===== src/rtl/audio_sram_arbiter.sv =====
// audio_sram_arbiter
//   Shares the single external audio SRAM between the recorder (writes) and the
//   DSP player (reads). One requester is granted at a time; ties alternate so
//   neither side starves. Each access is sequenced on the SRAM strobes with a
//   full cycle of address/data setup and hold around the write strobe. The
//   highest written address is tracked, so reads past the end of the recording
//   return zero with an EOF flag instead of stale memory.
//
// Ports
//   i_clk, i_rst_n           bclk domain clock, async active-low reset
//   i_clear                  pulse: forget recorded length (new session)
//   i_rec_req/addr/data      recorder write request (level, held until ack)
//   o_rec_ack                pulse: write committed
//   i_play_req/addr          player read request (level, held until ack)
//   o_play_data              read sample, held until the next read ack
//   o_play_ack, o_play_eof   pulse: data updated / address beyond recording
//   o_sram_*                 SRAM address, write data, strobes, DQ enable
//   i_sram_rdata             DQ pins as read
//   o_last_addr, o_has_data  recorded extent since clear/reset
module audio_sram_arbiter #(
  parameter int ADDR_W = 20,
  parameter int DATA_W = 16
) (
  input  logic                     i_clk,
  input  logic                     i_rst_n,
  input  logic                     i_clear,
  input  logic                     i_rec_req,
  input  logic [ADDR_W-1:0]        i_rec_addr,
  input  logic signed [DATA_W-1:0] i_rec_data,
  output logic                     o_rec_ack,
  input  logic                     i_play_req,
  input  logic [ADDR_W-1:0]        i_play_addr,
  output logic signed [DATA_W-1:0] o_play_data,
  output logic                     o_play_ack,
  output logic                     o_play_eof,
  output logic [ADDR_W-1:0]        o_sram_addr,
  output logic [DATA_W-1:0]        o_sram_wdata,
  input  logic [DATA_W-1:0]        i_sram_rdata,
  output logic                     o_sram_dq_oe,
  output logic                     o_sram_ce_n,
  output logic                     o_sram_we_n,
  output logic                     o_sram_oe_n,
  output logic [ADDR_W-1:0]        o_last_addr,
  output logic                     o_has_data
);

  typedef enum logic [2:0] {
    IDLE     = 3'd0,
    W_SETUP  = 3'd1,
    W_STROBE = 3'd2,
    W_HOLD   = 3'd3,
    R_STROBE = 3'd4,
    R_LATCH  = 3'd5
  } state_t;

  localparam logic GRANT_PLAY = 1'b0;
  localparam logic GRANT_REC  = 1'b1;

  state_t r_state;
  logic   r_last_grant;

  logic w_rec_win;
  logic w_play_beyond;

  // Recorder wins when alone, or on a tie when the player was served last.
  assign w_rec_win     = i_rec_req && (!i_play_req || (r_last_grant == GRANT_PLAY));
  assign w_play_beyond = !o_has_data || (i_play_addr > o_last_addr);

  always_ff @(posedge i_clk or negedge i_rst_n) begin
    if (!i_rst_n) begin
      r_state      <= IDLE;
      r_last_grant <= GRANT_PLAY;
      o_sram_ce_n  <= 1'b1;
      o_sram_we_n  <= 1'b1;
      o_sram_oe_n  <= 1'b1;
      o_sram_dq_oe <= 1'b0;
      o_sram_addr  <= '0;
      o_sram_wdata <= '0;
      o_play_data  <= '0;
      o_rec_ack    <= 1'b0;
      o_play_ack   <= 1'b0;
      o_play_eof   <= 1'b0;
    end else begin
      o_rec_ack  <= 1'b0;
      o_play_ack <= 1'b0;
      o_play_eof <= 1'b0;
      case (r_state)
        IDLE: begin
          if (w_rec_win) begin
            r_last_grant <= GRANT_REC;
            r_state      <= W_SETUP;
            o_sram_addr  <= i_rec_addr;
            o_sram_wdata <= i_rec_data;
            o_sram_ce_n  <= 1'b0;
            o_sram_dq_oe <= 1'b1;
          end else if (i_play_req) begin
            r_last_grant <= GRANT_PLAY;
            if (w_play_beyond) begin
              // No SRAM cycle: answer with silence and flag end of recording.
              // R_LATCH supplies the mandatory idle gap before the next grant.
              r_state     <= R_LATCH;
              o_play_data <= '0;
              o_play_ack  <= 1'b1;
              o_play_eof  <= 1'b1;
            end else begin
              r_state     <= R_STROBE;
              o_sram_addr <= i_play_addr;
              o_sram_ce_n <= 1'b0;
              o_sram_oe_n <= 1'b0;
            end
          end
        end
        W_SETUP: begin
          r_state     <= W_STROBE;
          o_sram_we_n <= 1'b0;
        end
        W_STROBE: begin
          r_state     <= W_HOLD;
          o_sram_we_n <= 1'b1;
          o_rec_ack   <= 1'b1;
        end
        W_HOLD: begin
          r_state      <= IDLE;
          o_sram_ce_n  <= 1'b1;
          o_sram_dq_oe <= 1'b0;
        end
        R_STROBE: begin
          r_state     <= R_LATCH;
          o_play_data <= $signed(i_sram_rdata);
          o_play_ack  <= 1'b1;
        end
        R_LATCH: begin
          r_state     <= IDLE;
          o_sram_ce_n <= 1'b1;
          o_sram_oe_n <= 1'b1;
        end
        default: begin
          r_state      <= IDLE;
          o_sram_ce_n  <= 1'b1;
          o_sram_we_n  <= 1'b1;
          o_sram_oe_n  <= 1'b1;
          o_sram_dq_oe <= 1'b0;
        end
      endcase
    end
  end

  // Recorded extent. The write address is still on o_sram_addr during W_HOLD,
  // so it is taken from there. A clear in the ack cycle discards that write.
  always_ff @(posedge i_clk or negedge i_rst_n) begin
    if (!i_rst_n) begin
      o_last_addr <= '0;
      o_has_data  <= 1'b0;
    end else if (i_clear) begin
      o_last_addr <= '0;
      o_has_data  <= 1'b0;
    end else if (r_state == W_HOLD) begin
      if (!o_has_data || (o_sram_addr > o_last_addr)) begin
        o_last_addr <= o_sram_addr;
      end
      o_has_data <= 1'b1;
    end
  end

endmodule


===== config.mk =====
export PLATFORM = sky130hd
export DESIGN_NAME = audio_sram_arbiter
export DESIGN_NICKNAME = d
export VERILOG_FILES = /design/src/rtl/audio_sram_arbiter.sv
export SDC_FILE = /design/constraint.sdc
export NUM_CORES = 1
export LEC_CHECK = 0
export ABC_AREA = 1
export ABC_CLOCK_PERIOD_IN_PS = 2200
export BUFFER_PORTS_ARGS = -buffer_cell sky130_fd_sc_hd__buf_2
export CELL_PAD_IN_SITES_DETAIL_PLACEMENT = 1
export CELL_PAD_IN_SITES_GLOBAL_PLACEMENT = 1
export CORE_ASPECT_RATIO = 0.9
export CORE_MARGIN = 2
export CORE_UTILIZATION = 30
export CTS_CLUSTER_DIAMETER = 40
export DETAILED_ROUTE_END_ITERATION = 12
export PLACE_DENSITY = 0.72
export SLEW_MARGIN = 20
export SYNTH_ARGS = -nofsm -noshare
export SYNTH_HDL_FRONTEND = slang
export SYNTH_SLANG_ARGS = --single-unit

===== constraint.sdc =====
create_clock -name i_clk -period 2.2 [get_ports i_clk]
set_input_delay 0.11 -clock i_clk [delete_from_list [all_inputs] [get_ports i_clk]]
set_output_delay 0.11 -clock i_clk [all_outputs]
set_load 0.01 [all_outputs]

==> summary.md <==
| Metric | Value |
|---|---|
| Run status | `finished, final reports clean` |
| GP Congestion | `around 0.8` |
| Initial Util | `0.306` |
| CP Capture Type | `flop` |
| Post-synthesis average cell area | `about 7.6 um2` |
| Gr usage total | `0.205` |
| Max H-tree Level | `3` |
| Worst Skew | `roughly 0.011 ns` |
| First-pass GRT wire length | `about 26 mm` |
| Non-Filler Instances | `1033` |
| WHS Endpoint | `o_sram_addr[17]` |
| Yosys reg bits | `84` |
| Sink Count | `84` |
| Antenna violations before repair | `1` |
| TritonCTS clock tree | `built` |
| Via density | `between 4 and 5` |
| Design Area, Final | `about 6600 um2` |
| Post-synth top area share | `0.432` |
| Clk slew on worst S/H paths | `0.06 ns` |
| Number of synthesized flops with an enable pin | `0` |
| Synth top cells by count | `nand2_1, dfrtp_1, inv_1` |
| Max-slew violations | `0` |
| Synth top area cells | `dfrtp_1, nand2_1, ha_1` |
| Async SR Flop Fraction | `1.00` |
| Port Buf Inserts | `~160` |
| Sequential share of the synthesized area | `0.449` |
| CTS buffer count | `9` |
| # setup viols final | `0` |
| WL/cell | `16.0 um` |
| DRC errors left | `0` |
| Area of the die | `16700 um2` |
| Initial DRT Pass Iterations | `4` |
| Syn Nets | `734` |
| Final core occ | `0.431` |
| Top-count cell post-synth | `nand2_1` |
| Ys flop type | `dfrtp_1` |
| Flop2flop setup slack | `around 0.12 ns` |
| Clk Tree Root Cell | `clkbuf_16` |
| Yosys top cell by area | `dfrtp_1` |
| Synth Instances | `a little over 600` |
| CP Buf/Inv Count | `2` |
| Class of the worst hold path | `input port to flop` |
| Fin crit period | `between 2 and 2.5 ns` |
| Setup CP Type | `flop to flop` |
| Layout net count | `roughly 940` |
| Tightest Pin Transition | `0.377 ns` |
| Critical Path Fanout Max | `10` |
| Reg-to-reg endpoint | `o_sram_addr[15]` |
| Fin. Hold Viols | `0` |
| Post-route ant nets | `0` |
| GRT Residual Overflow | `0` |
| Placed Area | `5780 um2` |
| Critical path launch point type | `flop` |
| Top Ports | `around 160` |
| Final period util | `0.943` |
| Hold Path Origin | `i_rec_addr[17]` |
| P per Cell Area | `between 1000 and 1500 nW/um2` |
| WL final | `16.6 mm` |
| Worst stage delay on the critical path | `between 0.3 and 0.4 ns` |
| Row Count | `43` |
| Worst rel slew slack | `0.748` |
| Starting DRC count in detailed routing | `between 100 and 150` |
| R2R Path Start | `o_last_addr[19]` |
| Synth Warn # | `0` |
| Clk_lat worst skew | `~0.35 ns` |
| Max Cap Violations | `0` |
| Placed cells | `about 1000` |
| Share of cells above drive strength 1 | `0.285` |
| Largest delay contributor family on the critical path | `simple AND/OR/NAND/NOR gates` |
| Worst R2R Path Depth | `15` |
| Die width | `136 um` |
| Hold Path Depth | `5` |
| Netlist cell types | `25` |
| LEAKAGE | `3.81 nW` |
| Total power | `between 8 and 9 mW` |
| Max Clock Freq | `482 MHz` |
| Largest net degree at the start of global routing | `42` |
| Worst Path Arrival | `between 2 and 2.5 ns` |
| Die Y | `around 120 um` |
| HPWL after DPL | `about 12 mm` |
| Core region area | `15300 um2` |
| Worst IR Drop VDD | `about 0.49 mV` |
| Vias | `approximately 4900` |
| Post-Syn Area | `~4700 um2` |
| Area delta synth->final | `40.8%` |
| Cell Chain, Critical Path | `inv_2 -> ha_4 -> nand2_2 -> nor2_4 -> nand2_2 -> nor2_2 -> nand3_1 -> nand3_1 -> nand2_2 -> nand2_4 -> nand2_4 -> nand2_4 -> buf_12 -> nand2_1 -> nand2_1` |
| Worst path slowest cell | `dfrtp_1` |
| Critical Path RT | `approximately 2.5 ns` |
| Clk buf depth | `2` |
| Vias in the first global route | `5315` |
[timing repair]
item,4_1_cts,5_1_grt
hold endpoints to repair,54,0
pin swaps,1,4
gates cloned,1,0
endpoints found under the setup margin,20,40
gates resized for setup,8,13
hold buffers,34,0
buffers inserted,2,6
[power by group]
part	switching, mW	internal (mW)	total, mW
Combinational	2.54	1.67	4.21
Sequential	0.569	2.21	2.78
Clock	0.674	0.886	1.56
[how the worst max path moves through the flow]
stage	cells after the start	slack, ns	start	to
2_1_floorplan	14	0.37	o_last_addr[19]	o_play_data[10]
3_3_place_gp	15	0.03	o_last_addr[17]	o_sram_addr[6]
3_5_place_dp	15	-0.05	o_last_addr[19]	o_sram_addr[6]
4_1_cts	15	0.004	o_last_addr[19]	o_sram_addr[4]
5_1_grt	14	-0.03	o_last_addr[19]	o_play_data[3]
6_report	15	0.12	o_last_addr[19]	o_sram_addr[15]
[registers in the layout, summed over array words and instances (netlist names), 3 cells and up]
| signal | count |
|---|---|
| o_last_addr | 20 |
| o_play_data | 16 |
| o_sram_addr | 20 |
| o_sram_wdata | 16 |
| r_state | 3 |
[layout make-up]
class                           count  area (um2)
Antenna cell                        2        5.00
Clock buffer                        9         225
Clock inverter                      7        73.8
Fill cell                        1886        8720
Inverter                           54         203
Multi-Input combinational cell    457        2350
Sequential cell                    84        2110
Tap cell                          202         253
Timing Repair Buffer              218        1400
[cell usage in the layout, fill, tap and decap left out]
master	instances
nand2_1	307
buf_2	155
dfrtp_1	81
inv_1	48
ha_1	37
dlygate4sd3_1	34
nand3_1	28
buf_4	23
nand4_1	22
a21oi_1	15
nor2_1	12
clkbuf_16	9
nor2_2	7
inv_2	6
o21ai_0	6
nand2_2	5
nor2_4	4
nand2_4	4
ha_4	3
dfstp_2	3
buf_12	3
diode_2	2
a21oi_2	2
clkinv_2	2
inv_6	2
buf_6	2
nand3_2	1
nor3_4	1
nor3_1	1
nor4_1	1
a21o_1	1
bufinv_16	1
clkinvlp_4	1
clkinv_4	1
buf_16	1
[worst reg2reg max path, stage by stage (launching register included)]
cell     delay [ns]
dfrtp_1        0.39
inv_2          0.09
ha_4           0.29
nand2_2        0.08
nor2_4         0.14
nand2_2        0.08
nor2_2         0.10
nand3_1        0.08
nand3_1        0.10
nand2_2        0.10
nand2_4        0.09
nand2_4        0.07
nand2_4        0.12
buf_12         0.15
nand2_1        0.07
nand2_1        0.06
[metrics by stage]
step,worst slack (ns),hold slack (ns),TNS [ns]
3_3_place_gp,0.0305,0.0433,0
2_1_floorplan,0.371,-0.186,0
3_5_place_dp,-0.0456,0.0523,-0.503
6_report,0.125,0.0883,0
4_1_cts,0.00401,0.0762,0
5_1_grt,-0.0297,0.0974,-0.334
[metal layers]
metal	up-vias	GRT usage	wire (um)
li1	2355	-	-
met1	2371	0.229	6660
met2	122	0.380	8670
met3	22	0.0570	956
met4	0	0.0638	284
met5	-	0	0
[cells by family after synthesis]
group | after synthesis | share of synthesized area
buf+inv | 76 | 0.0698
compound gates | 24 | 0.0269
flops | 84 | 0.449
simple gates | 393 | 0.348
fa+ha+maj | 40 | 0.107
(Power assumes the default switching activity.)
